<file path="config.mk">
export PLATFORM = sky130hd
export DESIGN_NAME = seg7_capture_flat
export DESIGN_NICKNAME = d
export VERILOG_FILES = /design/src/rtl/seg7_pkg.sv /design/src/rtl/seg7_capture_if.sv /design/src/rtl/seg7_decode.sv /design/src/rtl/seg7_capture.sv /design/src/flat_wrapper.sv
export SDC_FILE = /design/constraint.sdc
export NUM_CORES = 1
export LEC_CHECK = 0
export CORE_AREA = 5 5 102 114
export DETAILED_ROUTE_END_ITERATION = 16
export DIE_AREA = 0 0 107 119
export PLACE_DENSITY = 0.63
export SLEW_MARGIN = 20
export SYNTH_ARGS = -nofsm -noshare
export SYNTH_HDL_FRONTEND = slang
export SYNTH_HIERARCHICAL = 1
export SYNTH_SLANG_ARGS = --single-unit
</file>
<file path="constraint.sdc">
create_clock -name clk -period 6.95 [get_ports clk]
set_input_delay 1.39 -clock clk [delete_from_list [all_inputs] [get_ports clk]]
set_output_delay 1.39 -clock clk [all_outputs]
set_load 0.02 [all_outputs]
</file>
<file path="src/rtl/seg7_pkg.sv">
// seg7_pkg: segment bit order and hex-digit patterns shared with the display driver
package seg7_pkg;
  typedef logic [6:0] seg_t;
  localparam int SEG_A = 0;
  localparam int SEG_B = 1;
  localparam int SEG_C = 2;
  localparam int SEG_D = 3;
  localparam int SEG_E = 4;
  localparam int SEG_F = 5;
  localparam int SEG_G = 6;
  localparam seg_t SEG_BLANK = 7'h00;
  localparam seg_t SEG_0 = 7'h3F;
  localparam seg_t SEG_1 = 7'h06;
  localparam seg_t SEG_2 = 7'h5B;
  localparam seg_t SEG_3 = 7'h4F;
  localparam seg_t SEG_4 = 7'h66;
  localparam seg_t SEG_5 = 7'h6D;
  localparam seg_t SEG_6 = 7'h7D;
  localparam seg_t SEG_7 = 7'h07;
  localparam seg_t SEG_8 = 7'h7F;
  localparam seg_t SEG_9 = 7'h6F;
  localparam seg_t SEG_A_PAT = 7'h77;
  localparam seg_t SEG_B_PAT = 7'h7C;
  localparam seg_t SEG_C_PAT = 7'h39;
  localparam seg_t SEG_D_PAT = 7'h5E;
  localparam seg_t SEG_E_PAT = 7'h79;
  localparam seg_t SEG_F_PAT = 7'h71;
  localparam seg_t SEG_PAT [16] = '{
    SEG_0, SEG_1, SEG_2, SEG_3, SEG_4, SEG_5, SEG_6, SEG_7,
    SEG_8, SEG_9, SEG_A_PAT, SEG_B_PAT, SEG_C_PAT, SEG_D_PAT, SEG_E_PAT, SEG_F_PAT
  };
endpackage

</file>
<file path="src/rtl/seg7_capture_if.sv">
// seg7_capture_if: pad-side segment bus and the capture results
interface seg7_capture_if #(parameter int PERIOD_W = 24);
  logic [6:0]          seg_in;
  logic [3:0]          digit;
  logic                digit_valid;
  logic                invalid;
  logic [7:0]          seq_err_count;
  logic [PERIOD_W-1:0] period;
  modport master (output seg_in, input digit, digit_valid, invalid, seq_err_count, period);
  modport slave  (input seg_in, output digit, digit_valid, invalid, seq_err_count, period);
endinterface

</file>
<file path="src/rtl/seg7_decode.sv">
// seg7_decode: maps a segment pattern back to its hex digit
module seg7_decode
  import seg7_pkg::*;
(
  input  seg_t       pat,
  output logic [3:0] digit,
  output logic       hit,
  output logic       blank
);
  always_comb begin
    digit = '0;
    hit = 1'b0;
    for (int i = 0; i < 16; i++)
      if (pat == SEG_PAT[i]) begin
        digit = 4'(i);
        hit = 1'b1;
      end
    blank = pat == SEG_BLANK;
  end
endmodule

</file>
<file path="src/rtl/seg7_capture.sv">
// seg7_capture: debounces the pad segment bus, decodes digits, checks count order and period
module seg7_capture
  import seg7_pkg::*;
#(
  parameter int STABLE_CYCLES = 4,
  parameter int PERIOD_W = 24
) (
  input logic clk,
  input logic rst_n,
  seg7_capture_if.slave bus
);
  localparam int SW = $clog2(STABLE_CYCLES + 1);
  localparam logic [SW-1:0] STAB_MAX = SW'(STABLE_CYCLES - 1);
  seg_t s1_q, s1_d, s2_q, s2_d, cand_q, cand_d, last_pat_q, last_pat_d;
  logic [SW-1:0] stab_q, stab_d;
  logic [3:0] digit_q, digit_d, dec_digit;
  logic digit_valid_q, digit_valid_d, invalid_q, invalid_d;
  logic has_prev_q, has_prev_d;
  logic [7:0] err_q, err_d;
  logic [PERIOD_W-1:0] gap_q, gap_d, period_q, period_d, gap_inc;
  logic chg, accept, hit, blank, valid;
  seg7_decode u_dec (.pat(cand_q), .digit(dec_digit), .hit(hit), .blank(blank));
  always_comb begin
    s1_d = bus.seg_in;
    s2_d = s1_q;
    chg = s2_q != cand_q;
    cand_d = s2_q;
    stab_d = chg ? '0 : (stab_q == STAB_MAX ? stab_q : stab_q + 1'b1);
    accept = !chg && stab_q == STAB_MAX && cand_q != last_pat_q;
    last_pat_d = accept ? cand_q : last_pat_q;
    valid = accept && hit;
    digit_d = valid ? dec_digit : digit_q;
    digit_valid_d = valid;
    invalid_d = accept && !hit && !blank;
    has_prev_d = has_prev_q | valid;
    err_d = (valid && has_prev_q && dec_digit != digit_q + 4'd1 && err_q != 8'hFF) ? err_q + 8'd1 : err_q;
    gap_inc = &gap_q ? gap_q : gap_q + 1'b1;
    gap_d = valid ? '0 : gap_inc;
    period_d = (valid && has_prev_q) ? gap_inc : period_q;
  end
  always_ff @(posedge clk) begin
    if (!rst_n) begin
      s1_q <= SEG_BLANK;
      s2_q <= SEG_BLANK;
      cand_q <= SEG_BLANK;
      last_pat_q <= SEG_BLANK;
      stab_q <= '0;
      digit_q <= '0;
      digit_valid_q <= 1'b0;
      invalid_q <= 1'b0;
      has_prev_q <= 1'b0;
      err_q <= '0;
      gap_q <= '0;
      period_q <= '0;
    end else begin
      s1_q <= s1_d;
      s2_q <= s2_d;
      cand_q <= cand_d;
      last_pat_q <= last_pat_d;
      stab_q <= stab_d;
      digit_q <= digit_d;
      digit_valid_q <= digit_valid_d;
      invalid_q <= invalid_d;
      has_prev_q <= has_prev_d;
      err_q <= err_d;
      gap_q <= gap_d;
      period_q <= period_d;
    end
  end
  assign bus.digit = digit_q;
  assign bus.digit_valid = digit_valid_q;
  assign bus.invalid = invalid_q;
  assign bus.seq_err_count = err_q;
  assign bus.period = period_q;
endmodule
</file>
<file path="src/flat_wrapper.sv">
// flat-port wrapper written by rule: the top's interface ports become plain ports
module seg7_capture_flat import seg7_pkg::*;
#(
  parameter int STABLE_CYCLES = 4,
  parameter int PERIOD_W = 24
)
  (clk, rst_n, bus_seg_in, bus_digit, bus_digit_valid, bus_invalid, bus_seq_err_count, bus_period);
  seg7_capture_if #(.PERIOD_W(PERIOD_W)) bus_i ();
  input logic clk;
  input logic rst_n;
  input wire logic [$bits(bus_i.seg_in)-1:0] bus_seg_in;
  output wire logic [$bits(bus_i.digit)-1:0] bus_digit;
  output wire logic [$bits(bus_i.digit_valid)-1:0] bus_digit_valid;
  output wire logic [$bits(bus_i.invalid)-1:0] bus_invalid;
  output wire logic [$bits(bus_i.seq_err_count)-1:0] bus_seq_err_count;
  output wire logic [$bits(bus_i.period)-1:0] bus_period;
  assign bus_i.seg_in = bus_seg_in;
  assign bus_digit = bus_i.digit;
  assign bus_digit_valid = bus_i.digit_valid;
  assign bus_invalid = bus_i.invalid;
  assign bus_seq_err_count = bus_i.seq_err_count;
  assign bus_period = bus_i.period;
  seg7_capture #(.STABLE_CYCLES(STABLE_CYCLES), .PERIOD_W(PERIOD_W)) u_core (.clk(clk), .rst_n(rst_n), .bus(bus_i));
endmodule
</file>
==> Word-level counts from Yosys, hierarchy flattened <==
Index checks and enable logic that the tools add are counted.
{ "word_totals": {"wordCells": 86, "ff_bits": 94, "output_inout_bits": 38} }
{ "classes": {"bitwise_logic": 2, "n_addsub": 4, "n_reduce_logical": 15, "n_eq_ne": 21, "n_mux": 32} }
{ "op_table": {"columns": ["op", "n"], "rows": [
  ["7-bit equality test, second input constant", 12],
  ["4-bit two-way mux", 14],
  ["24-bit by 1-bit adder with 24-bit output, second input constant", 1],
  ["24-bit two-way mux", 1],
  ["24-bit AND reduction", 1],
  ["1-bit two-way mux", 17],
  ["7-bit by 3-bit equality test with 1-bit output, second input constant", 2],
  ["7-bit by 6-bit equality test with 1-bit output, second input constant", 2],
  ["7-bit != test", 2],
  ["8-bit by 1-bit adder with 8-bit output, second input constant", 1],
  ["1-bit logical AND", 8],
  ["8-bit != test, second input constant", 1],
  ["7-bit zero test", 1],
  ["4-bit by 1-bit adder with 4-bit output, second input constant", 1],
  ["4-bit != test", 1],
  ["2-bit OR reduction", 2],
  ["3-bit by 1-bit adder with 3-bit output, second input constant", 1],
  ["3-bit by 2-bit equality test with 1-bit output, second input constant", 1],
  ["1-bit zero test", 3],
  ["1-bit inverter", 1],
  ["1-bit OR", 1]
]} }

==> Logic depth before layout (Yosys ltp) <==
Gate-level depths: netlist of run 1.
{ "logic_depth": {"word_depth": 21, "mapped_depth": 11, "mapped_depth_nobuf": 10} }

==> Hierarchy <==
Netlist of run 1, hierarchy kept.
{ "modules_own_cells": {"columns": ["mod", "cells_per_inst", "area_each_um2", "n_inst"], "rows": [
  ["seg7_capture", 403, 3842.4, 1],
  ["seg7_decode", 62, 401.6, 1]
]} }

==> Worst setup path before layout of run 1 <==
OpenSTA, ideal clock, no wires.
{ "synth_path": {"path_type": "reg2reg", "from": "reg u_core.cand_q[1]", "to": "reg u_core.err_q[1], in the netlist u_core/bus.seq_err_count[1]", "path_slack_ps": 4504, "setup_ps": 128, "n_path_buf": 1, "arrival_time_ps": 2319, "path_stages_with_launch": 12, "required_ps": 6822, "synth_period_minus_slack_ps": 2446, "cell_sequence": "dfxtp_1 -> buf_2 -> nand3b_1 -> o32ai_1 -> a21oi_1 -> nand2_1 -> xor3_1 -> nor3_1 -> a211oi_1 -> and3_1 -> mux2i_1 -> nor2_1"} }
{ "synth_via": {"word_cells_on_any_way": 57, "classes_between": "19 x eq/ne; 31 x mux; 7 x reduce/logical"} }
{ "synth_rtl": {"columns": ["item", "line_no", "text"], "rows": [
  ["start: declaration", "seg7_capture.sv:14", "seg_t s1_q, s1_d, s2_q, s2_d, cand_q, cand_d, last_pat_q, last_pat_d;"],
  ["start signal: assignment", "seg7_capture.sv:58", "cand_q <= cand_d;"],
  ["7-bit equality test", "seg7_decode.sv:14", "if (pat == SEG_PAT[i]) begin"],
  ["4-bit two-way mux (12 in series)", "seg7_decode.sv:14", null],
  ["4-bit two-way mux (*)", "seg7_decode.sv:14", null],
  ["net u_core.dec_digit[2]", "seg7_capture.sv:16", "logic [3:0] digit_q, digit_d, dec_digit;"],
  ["4-bit != test (*)", "seg7_capture.sv:36", "err_d = (valid && has_prev_q && dec_digit != digit_q + 4'd1 && err_q != 8'hFF) ? err_q + 8'd1 : err_q;"],
  ["1-bit logical AND (*) (2 in series)", "seg7_capture.sv:36", null],
  ["end signal: assignment", "seg7_capture.sv:65", "err_q <= err_d;"],
  ["end: declaration", "seg7_capture.sv:19", "logic [7:0] err_q, err_d;"]
]} }
The timed path passes the listed nets; every way through them passes the cells marked *.
A chain may end at the register's enable or synchronous reset.

==> Worst setup path after layout of run 1 <==
{ "layout_path": {"from": "reg u_core.cand_q[4]", "to": "reg u_core.err_q[1], in the netlist u_core/bus.seq_err_count[1]"} }
The elaborated chain is that of the path after synthesis.

==> results of run 1 <==
-- logic make-up (layout without fill, tap and decap cells) --
kind of cell	Yosys count	count (layout)	share of synthesized area
muxes	21	21	0.0498
buffers and inverters	30	73	0.0333
AOI/OAI and AO/OA	71	71	0.105
xor gates and xnor gates	43	43	0.0923
DFF	94	94	0.443
and+or+nand+nor	201	201	0.261
adders and majority gates	5	5	0.0147
-- Yosys cell counts (10+ instances only) --
master / instances / area share
nand3_1: 15 / 0.018
nand2_1: 26 / 0.023
dfxtp_1: 94 / 0.44
xor2_1: 16 / 0.033
xnor2_1: 26 / 0.054
mux2i_1: 20 / 0.047
nor3_1: 10 / 0.012
and2_1: 25 / 0.037
nor2_1: 63 / 0.056
nand4_1: 14 / 0.021
o21ai_0: 19 / 0.022
a21oi_1: 26 / 0.031
-- worst min-delay path by stage --
stage	startpoint	to	cells past startpoint
CTS	u_core/s1_q[3]	u_core/cand_d[3]	1
detailed placement	u_core/s1_q[3]	u_core/cand_d[3]	1
floorplan	u_core/s1_q[0]	u_core/cand_d[0]	1
finish	u_core/s1_q[3]	u_core/cand_d[3]	1
global placement	u_core/s1_q[3]	u_core/cand_d[3]	1
global route	u_core/s1_q[3]	u_core/cand_d[3]	1
-- metrics by stage --
step	util	setup WS (ns)	hold WS, ns	power (uW)	area, sq um
after floorplan	-	4.50	0.412	593	4240
after global routing	0.495	3.56	0.458	1140	5080
after global placement	0.466	3.88	0.416	605	4770
after CTS	0.495	3.88	0.435	1110	5080
final	0.495	3.84	0.432	1100	5080
after detailed placement	0.466	3.83	0.420	606	4770
-- final cells by class --
type	instances	area, sq um	area share
clock buffers	10	229	0.0451
clock inverters	5	75.1	0.0148
flip-flops and latches	94	1880	0.371
repair buffers	49	483	0.0951
multi-input cells	341	2220	0.437
well taps	123	154	0.0303
inverters	9	33.8	0.00665
-- sequential cells by signal, indices dropped and copies added (netlist names) --
| name | cells |
|---|---|
| u_core/bus.digit | 4 |
| u_core/bus.digit_valid | 1 |
| u_core/bus.invalid | 1 |
| u_core/bus.period | 24 |
| u_core/bus.seq_err_count | 8 |
| u_core/cand_d | 7 |
| u_core/cand_q | 7 |
| u_core/gap_q | 24 |
| u_core/has_prev_q | 1 |
| u_core/last_pat_q | 7 |
| u_core/s1_q | 7 |
| u_core/stab_q | 3 |
-- where the power goes --
part | total, uW | leakage [uW] | internal, uW | switching (uW)
combinational | 39.0 | 0.000879 | 17.1 | 22.0
clock | 505 | 0.000152 | 311 | 193
sequential | 554 | 0.000761 | 546 | 8.40
total | 1100 | 0.00179 | 874 | 224
-- routing by layer --
metal / global-route usage / part of all wire / up-vias
met3: 0.0281 / 0.036 / 10
met1: 0.191 / 0.48 / 1560
met5: 0 / 0 / -
li1: - / - / 1698
met4: 0.0655 / 0.020 / 0
met2: 0.231 / 0.46 / 59
-- critical path, cell delays in order (launching register included) --
cell      delay (ns)
dfxtp_1         0.68
nand3b_1        0.28
o32ai_1         0.49
a21oi_1         0.11
nand2_1         0.15
xor3_1          0.31
nor3_1          0.34
a211oi_1        0.18
and3_1          0.25
mux2i_1         0.16
nor2_1          0.05
==> run_results.csv, run 1 <==
group,metric,value,unit
detailed_routing,drc,0,
clock_network,cts_root_buffer,"clkbuf_16",
critical_path,ff2ff_setup_slack,3.84,ns
timing,final.setup.tns,0,ns
clock_network,cts_made_buffers,9,
timing,worstMarginPinSlew,0.888,ns
critical_path,critPathLaunch,"u_core/cand_q[4]",
critical_path,endpoint_kind,"flip-flop",
power,peakVddDrop,0.136,mV
cells_and_area,syn_to_final_growth,19.6,%
global_route,grt_max_degree,41,
place,dp.cells,616,
floorplan,die_y,119,um
global_route,overflow,0,
timing,fin_crit,3.11,ns
synthesis,synth_nets,479,
timing,clock_skew,0.00664,ns
detailed_routing,drt_iter0_markers,249,
clock_network,clkTransAtPathRegs,0.06,ns
critical_path,reg2reg_to,"u_core/bus.seq_err_count[1]",
floorplan,start_util,0.414,
cells_and_area,drive_gt1_frac,0.0669,
floorplan,core.rowCount,39,
synthesis,synth_cell_types,53,
global_route,grt_usage,0.146,
power,power.density,216,nW/um^2
power,leakage,0.00179,uW
clock_network,insertion_delay,0.33,ns
critical_path,startpoint_type,"flip-flop",
clock_network,ctsHoldBuffers,0,
critical_path,cp.arrival,3.33,ns
clock_network,post_cts_buffers,0,
critical_path,worst-setup-path-type,"reg2reg",
critical_path,worstPathMaxFanout,16,
timing,period_share,0.448,
critical_path,critPathCapture,"u_core/bus.seq_err_count[1]",
synthesis,async_flop_share,0,
detailed_routing,firstDrtPassIters,4,
floorplan,ios,47,
floorplan,dieArea,12700,sq um
detailed_routing,via_per_inst,5.27,
global_route,antenna_found_initial,0,
cells_and_area,final_common_cell,"dfxtp_1",
clock_network,cts_sinks,94,
place,place.detailed.hpwl,6.20,mm
critical_path,r2r_start,"u_core/cand_q[4]",
synthesis,avgSynthCellArea,9.13,sq um
detailed_routing,avgRoutedWirePerCell,13.9,um
synthesis,ys.flop_type,"dfxtp_1",
timing,rsz0062_at_grt,"false",
clock_network,clock_path_buffers,2,
synthesis,synth-edff-count,0,
detailed_routing,routed_wl,8.77,mm
clock_network,cts_tree,"yes",
synthesis,yosys_warnings,6,
global_route,grt_pass1_wl,15.1,mm
synthesis,syn_inst,465,
timing,finalMaxSlewViolations,0,
hold_path,hold_class,"reg2reg",
place,gp_congestion,0.877,
timing,fmax,321,MHz
cells_and_area,final_nets,518,
timing,hold_violations,0,
detailed_routing,vias,3327,
global_route,grt_pass1_vias,3264,
flow_run,max-cap-violations,0,
cells_and_area,nFillCells,994,
run_status,outcome,"finished clean",
clock_network,h-tree-depth,3,
critical_path,required,7.16,ns
cells_and_area,diodes,0,
place,numPortBuffers,46,
floorplan,core,10200,sq um
critical_path,r2r_cells,10,
timing,max-slew-margin-rel,0.405,
cells_and_area,instances_no_fill,631,
floorplan,die_w,107,um
synthesis,syn_area,4240,sq um
timing,finalSetupViolCount,0,
clock_network,cts_resized,0,
synthesis,synth.ff_latch_count,94,
detailed_routing,postRouteAntennaNets,0,
synthesis,synth_seq_area_share,0.443,
cells_and_area,layout_common_cells,"dfxtp_1, nor2_1, clkdlybuf4s50_1",
Power figures use the tool's default switching activity.
==> inputs of run 2 (changes only) <==
==> constraint.sdc (replaced) <==
create_clock -name clk -period 3 [get_ports clk]
set_input_delay 0.6 -clock clk [delete_from_list [all_inputs] [get_ports clk]]
set_output_delay 0.6 -clock clk [all_outputs]
set_load 0.02 [all_outputs]
==> run_results.csv, run 2 (same netlist as run 1, synthesis figures left out) <==
group,metric,value,unit
clock_network,cts_tree,"yes",
clock_network,h-tree-depth,3,
hold_path,hp-start,"u_core/s1_q[4]",
critical_path,cp_top_family,"simple AND/OR/NAND/NOR gates",
power,p_sw_frac,0.211,
power,internal_power,1970,uW
cells_and_area,final_common_cell,"dfxtp_1",
floorplan,dieArea,12700,sq um
detailed_routing,wl_met3,399,um
power,peakVddDrop,0.226,mV
critical_path,path_depth,10,
critical_path,startpoint_type,"flip-flop",
global_route,antenna_found_initial,0,
timing,hold_violations,0,
cells_and_area,drive_gt1_frac,0.0799,
power,seqPwrFrac,0.513,
timing,fin_crit,2.74,ns
detailed_routing,routed_wl,9.04,mm
cells_and_area,regArea,1890,sq um
floorplan,ios,47,
timing,worstMarginPinSlew,0.616,ns
detailed_routing,firstDrtPassIters,4,
critical_path,worstPathMaxFanout,14,
run_status,outcome,"finished clean",
place,gp_congestion,0.936,
place,dp_slack,0.269,ns
floorplan,core,10200,sq um
critical_path,r2r_start,"u_core/cand_q[1]",
cells_and_area,multiInputGateArea,2230,sq um
global_route,grt_pass1_wl,15.4,mm
cells_and_area,nFillCells,990,
clock_network,post_cts_buffers,0,
power,leakage,0.00181,uW
critical_path,crit_buf_inv,0,
floorplan,die_y,119,um
place,dp.cells,620,
clock_network,clock_path_buffers,2,
global_route,overflow,0,
place,post_dp_cell_area,4800,sq um
critical_path,critical_path.max_stage_delay,0.61,ns
global_route,grt_max_degree,40,
timing,period_share,0.913,
timing,finalMaxSlewViolations,0,
critical_path,required,3.22,ns
critical_path,r2r_cells,10,
critical_path,critPathLaunch,"u_core/cand_q[1]",
detailed_routing,dr.max_layer_used,"met4",
cells_and_area,layout_common_cells,"dfxtp_1, nor2_1, clkdlybuf4s50_1",
clock_network,cts_root_buffer,"clkbuf_16",
clock_network,insertion_delay,0.34,ns
critical_path,cpMaxStageDelayCell,"dfxtp_1",
place,numPortBuffers,46,
cells_and_area,diodes,0,
floorplan,core.rowCount,39,
timing,clock_skew,0.00563,ns
timing,fmax,365,MHz
critical_path,crit_chain,"nand3b_1, o32ai_2, a21oi_1, nand2_1, xor3_1, nor3_1, a211oi_1, and3_1, mux2i_1, nor2_1",
timing,setup_ws,0.261,ns
timing,finalSetupViolCount,0,
clock_network,cts_resized,0,
detailed_routing,drc,0,
floorplan,start_util,0.414,
global_route,grt_pass1_vias,3314,
detailed_routing,route.met2.wl,4.21,mm
floorplan,die_w,107,um
critical_path,worst-setup-path-type,"reg2reg",
clock_network,cts_sinks,94,
timing,max-slew-margin-rel,0.586,
detailed_routing,wl_met1,4.32,mm
hold_path,whs_path_depth,1,
power,power.density,490,nW/um^2
detailed_routing,postRouteAntennaNets,0,
clock_network,cts_made_buffers,9,
power,pwr-share-comb,0.038,
power,power,2500,uW
timing,holdWs,0.432,ns
clock_network,clkTransAtPathRegs,0.06,ns
critical_path,cp.arrival,2.96,ns
cells_and_area,final_area,5110,sq um
critical_path,endpoint_kind,"flip-flop",
global_route,grt_usage,0.147,
flow_run,max-cap-violations,0,
cells_and_area,syn_to_final_growth,20.4,%
cells_and_area,final_nets,522,
hold_path,hold_class,"reg2reg",
power,clkPwrFrac,0.449,
detailed_routing,vias,3371,
power,switchingPower,527,uW
detailed_routing,drt_iter0_markers,232,
detailed_routing,via_per_inst,5.30,
detailed_routing,avgRoutedWirePerCell,14.2,um
place,place.detailed.hpwl,6.36,mm
clock_network,ctsHoldBuffers,0,
cells_and_area,instances_no_fill,636,
-- run 2: layer usage --
metal | track usage | vias to the layer above
met5 | 0 | -
li1 | - | 1711
met3 | 0.0352 | 10
met1 | 0.190 | 1580
met4 | 0.0552 | 0
met2 | 0.239 | 70
-- run 2: path summary, 6_finish.rpt --
path / end / slack (ns)
worst min register to register: u_core/cand_d[4] / 0.43
worst max-delay path: u_core/bus.seq_err_count[1] / 0.26
worst max register to register: u_core/bus.seq_err_count[1] / 0.26
worst min-delay path: u_core/cand_d[4] / 0.43
-- run 2: area by class of cell --
type | instances | share of cell area
clock inverter | 3 | 0.00857
multi-input combinational | 341 | 0.436
clock buffer | 13 | 0.0490
sequential | 94 | 0.369
timing repair buffer | 53 | 0.100
inverter | 9 | 0.00661
tap | 123 | 0.0301
-- run 2: metrics by stage --
| step | setup TNS (ns) | util |
|---|---|---|
| 6_report | 0 | 0.499 |
| 5_1_grt | -0.00290 | 0.499 |
| 4_1_cts | 0 | 0.497 |
| 3_5_place_dp | 0 | 0.469 |
| 3_3_place_gp | 0 | 0.469 |
| 2_1_floorplan | 0 | - |
-- run 2: worst reg2reg max path, delay by kind of cell, from the launching register on --
kind	cells	cell delay (ns)
and+or+nand+nor	5	0.98
DFF	1	0.61
AOI/OAI and AO/OA	3	0.54
xor gates and xnor gates	1	0.36
muxes	1	0.15
-- run 2: power by group through the flow --
stage | Clock (uW) | Combinational (uW) | Sequential [uW]
after floorplan | 0 | 71.2 | 1300
after global placement | 0 | 93.9 | 1310
after detailed placement | 0 | 95.8 | 1310
after CTS | 1160 | 96.1 | 1280
after global routing | 1210 | 107 | 1280
final | 1120 | 94.7 | 1280
==> inputs of run 3 (changes only) <==
--- a/config.mk
+++ b/config.mk
@@ -5,12 +5,11 @@
 export SDC_FILE = /design/constraint.sdc
 export NUM_CORES = 1
 export LEC_CHECK = 0
-export CORE_AREA = 5 5 102 114
+export CORE_AREA = 5 5 106 118
 export DETAILED_ROUTE_END_ITERATION = 16
-export DIE_AREA = 0 0 107 119
-export PLACE_DENSITY = 0.63
+export DIE_AREA = 0 0 111 123
+export PLACE_DENSITY = 0.6
 export SLEW_MARGIN = 20
 export SYNTH_ARGS = -nofsm -noshare
 export SYNTH_HDL_FRONTEND = slang
-export SYNTH_HIERARCHICAL = 1
 export SYNTH_SLANG_ARGS = --single-unit
==> run_results.csv, run 3 <==
group,metric,value,unit
run_status,outcome,"finished clean",
timing,rsz0062_at_grt,"false",
synthesis,netlist.area_leader.share,0.433,
timing,worstMarginPinSlew,0.745,ns
timing,max-slew-margin-rel,0.500,
power,power.density,466,nW/um^2
timing,fin_crit,2.83,ns
critical_path,cpMaxStageDelayCell,"dfxtp_1",
cells_and_area,diodes,0,
critical_path,endpoint_kind,"flip-flop",
clock_network,ctsHoldBuffers,0,
floorplan,ios,47,
timing,hold_violations,0,
floorplan,dieArea,13700,sq um
synthesis,async_flop_share,0,
synthesis,synth_most_common_cell,"dfxtp_1",
cells_and_area,drive_gt1_frac,0.123,
timing,holdWs,0.432,ns
floorplan,die_w,111,um
synthesis,syn_inst,469,
synthesis,synth_seq_area_share,0.433,
floorplan,die_y,123,um
synthesis,synth_cell_types,61,
clock_network,cts_tree,"yes",
synthesis,synth.ff_latch_count,94,
synthesis,synth_nets,483,
synthesis,yosysTopAreaCell,"dfxtp_1",
detailed_routing,firstDrtPassIters,4,
cells_and_area,layout_common_cells,"dfxtp_1, nor2_1, clkdlybuf4s50_1, nand2_1",
detailed_routing,drt_iter0_markers,127,
clock_network,clock_path_buffers,2,
clock_network,insertion_delay,0.33,ns
critical_path,required,3.23,ns
clock_network,cts_sinks,94,
clock_network,cts_made_buffers,9,
detailed_routing,avgRoutedWirePerCell,13.7,um
critical_path,cp.arrival,3.06,ns
clock_network,cts_root_buffer,"clkbuf_16",
synthesis,yosys_warnings,0,
detailed_routing,routed_wl,9.08,mm
cells_and_area,syn_to_final_growth,20.2,%
place,numPortBuffers,46,
cells_and_area,final_nets,523,
synthesis,synth_commonest_cells,"dfxtp_1, nor2_1, nand2_1",
timing,clock_skew,0.00723,ns
flow_run,max-cap-violations,0,
critical_path,critical_path.max_stage_delay,0.64,ns
global_route,grt_max_degree,44,
critical_path,worst-setup-path-type,"reg2reg",
global_route,grt_usage,0.140,
timing,fmax,354,MHz
critical_path,startpoint_type,"flip-flop",
floorplan,start_util,0.387,
detailed_routing,vias,3360,
power,power,2440,uW
synthesis,avgSynthCellArea,9.27,sq um
critical_path,crit_chain,"or3b_1, a31oi_1, nor2_1, a211oi_1, nor4_4, or4_1, o211a_1",
cells_and_area,final_common_cell,"dfxtp_1",
synthesis,ys.flop_type,"dfxtp_1",
clock_network,h-tree-depth,3,
critical_path,worstPathMaxFanout,16,
synthesis,synthTopCellsByArea,"dfxtp_1, nor2_1, a211oi_2, xor2_1, xnor2_1",
global_route,antenna_found_initial,0,
timing,final.setup.tns,0,ns
timing,finalMaxSlewViolations,0,
detailed_routing,postRouteAntennaNets,0,
global_route,grt_pass1_wl,15.8,mm
place,place.detailed.hpwl,6.34,mm
detailed_routing,via_per_inst,5.06,
power,leakage,0.00183,uW
detailed_routing,drc,0,
synthesis,synth-edff-count,0,
synthesis,syn_area,4350,sq um
timing,period_share,0.943,
hold_path,hold_class,"reg2reg",
global_route,overflow,0,
timing,finalSetupViolCount,0,
floorplan,core,11200,sq um
power,peakVddDrop,0.215,mV
floorplan,core.rowCount,41,
clock_network,clkTransAtPathRegs,0.06,ns
global_route,grt_pass1_vias,3322,
clock_network,post_cts_buffers,0,
place,gp_congestion,0.807,
-- run 3: area by class of cell --
class                      instances  area, sq um
fill                            1072         6010
multi-input combinational        333         2240
sequential                        94         1890
tap                              150          188
timing repair buffer              60          591
clock buffer                      11          243
inverter                          11         41.3
clock inverter                     5         41.3
-- run 3: repair_timing --
item,4_1_cts,5_1_grt
resized for setup,0,3
endpoints found under the setup margin,0,7
hold endpoints to repair,0,0
-- run 3: logic make-up after synthesis --
| family | share of synthesized area |
|---|---|
| simple gates | 0.253 |
| xor+xnor | 0.0806 |
| flops | 0.433 |
| buf+inv | 0.0524 |
| compound gates | 0.158 |
| fa+ha+maj | 0.0144 |
| mux | 0.00921 |
-- run 3: stage by stage --
stage	setup WS, ns	utilization	std cells	area (sq um)
after detailed placement	0.132	0.440	648	4940
after floorplan	0.616	-	469	4350
after global placement	0.257	0.440	648	4940
after global routing	0.0105	0.465	664	5230
final	0.171	0.465	664	5230
after CTS	0.113	0.465	664	5230
-- run 3: power by group --
part	switching [uW]	internal [uW]
Combinational	47.4	40.6
Sequential	21.1	1260
Clock	471	593
Total	540	1900
-- run 3: per-layer routing --
| metal | vias to the layer above | share of wire | track usage | wire, um |
|---|---|---|---|---|
| li1 | 1724 | - | - | - |
| met1 | 1567 | 0.49 | 0.182 | 4480 |
| met2 | 58 | 0.45 | 0.226 | 4090 |
| met3 | 11 | 0.039 | 0.0343 | 354 |
| met4 | 0 | 0.018 | 0.0523 | 161 |
| met5 | - | 0 | 0 | 0 |
-- run 3: worst paths after layout --
| path | startpoint | cells past startpoint | endpoint | slack, ns |
|---|---|---|---|---|
| worst max register to register | u_core.cand_q[0] | 7 | u_core.bus.seq_err_count[6] | 0.17 |
| worst max-delay path | u_core.cand_q[0] | 7 | u_core.bus.seq_err_count[6] | 0.17 |
| worst min-delay path | u_core.s1_q[2] | 1 | u_core.cand_d[2] | 0.43 |
| worst min register to register | u_core.s1_q[2] | 1 | u_core.cand_d[2] | 0.43 |
-- run 3: critical path: cells and delay by family, from the launching register on --
kind | cells | cell delay, ns
flops | 1 | 0.64
simple gates | 4 | 1.19
compound gates | 3 | 0.89
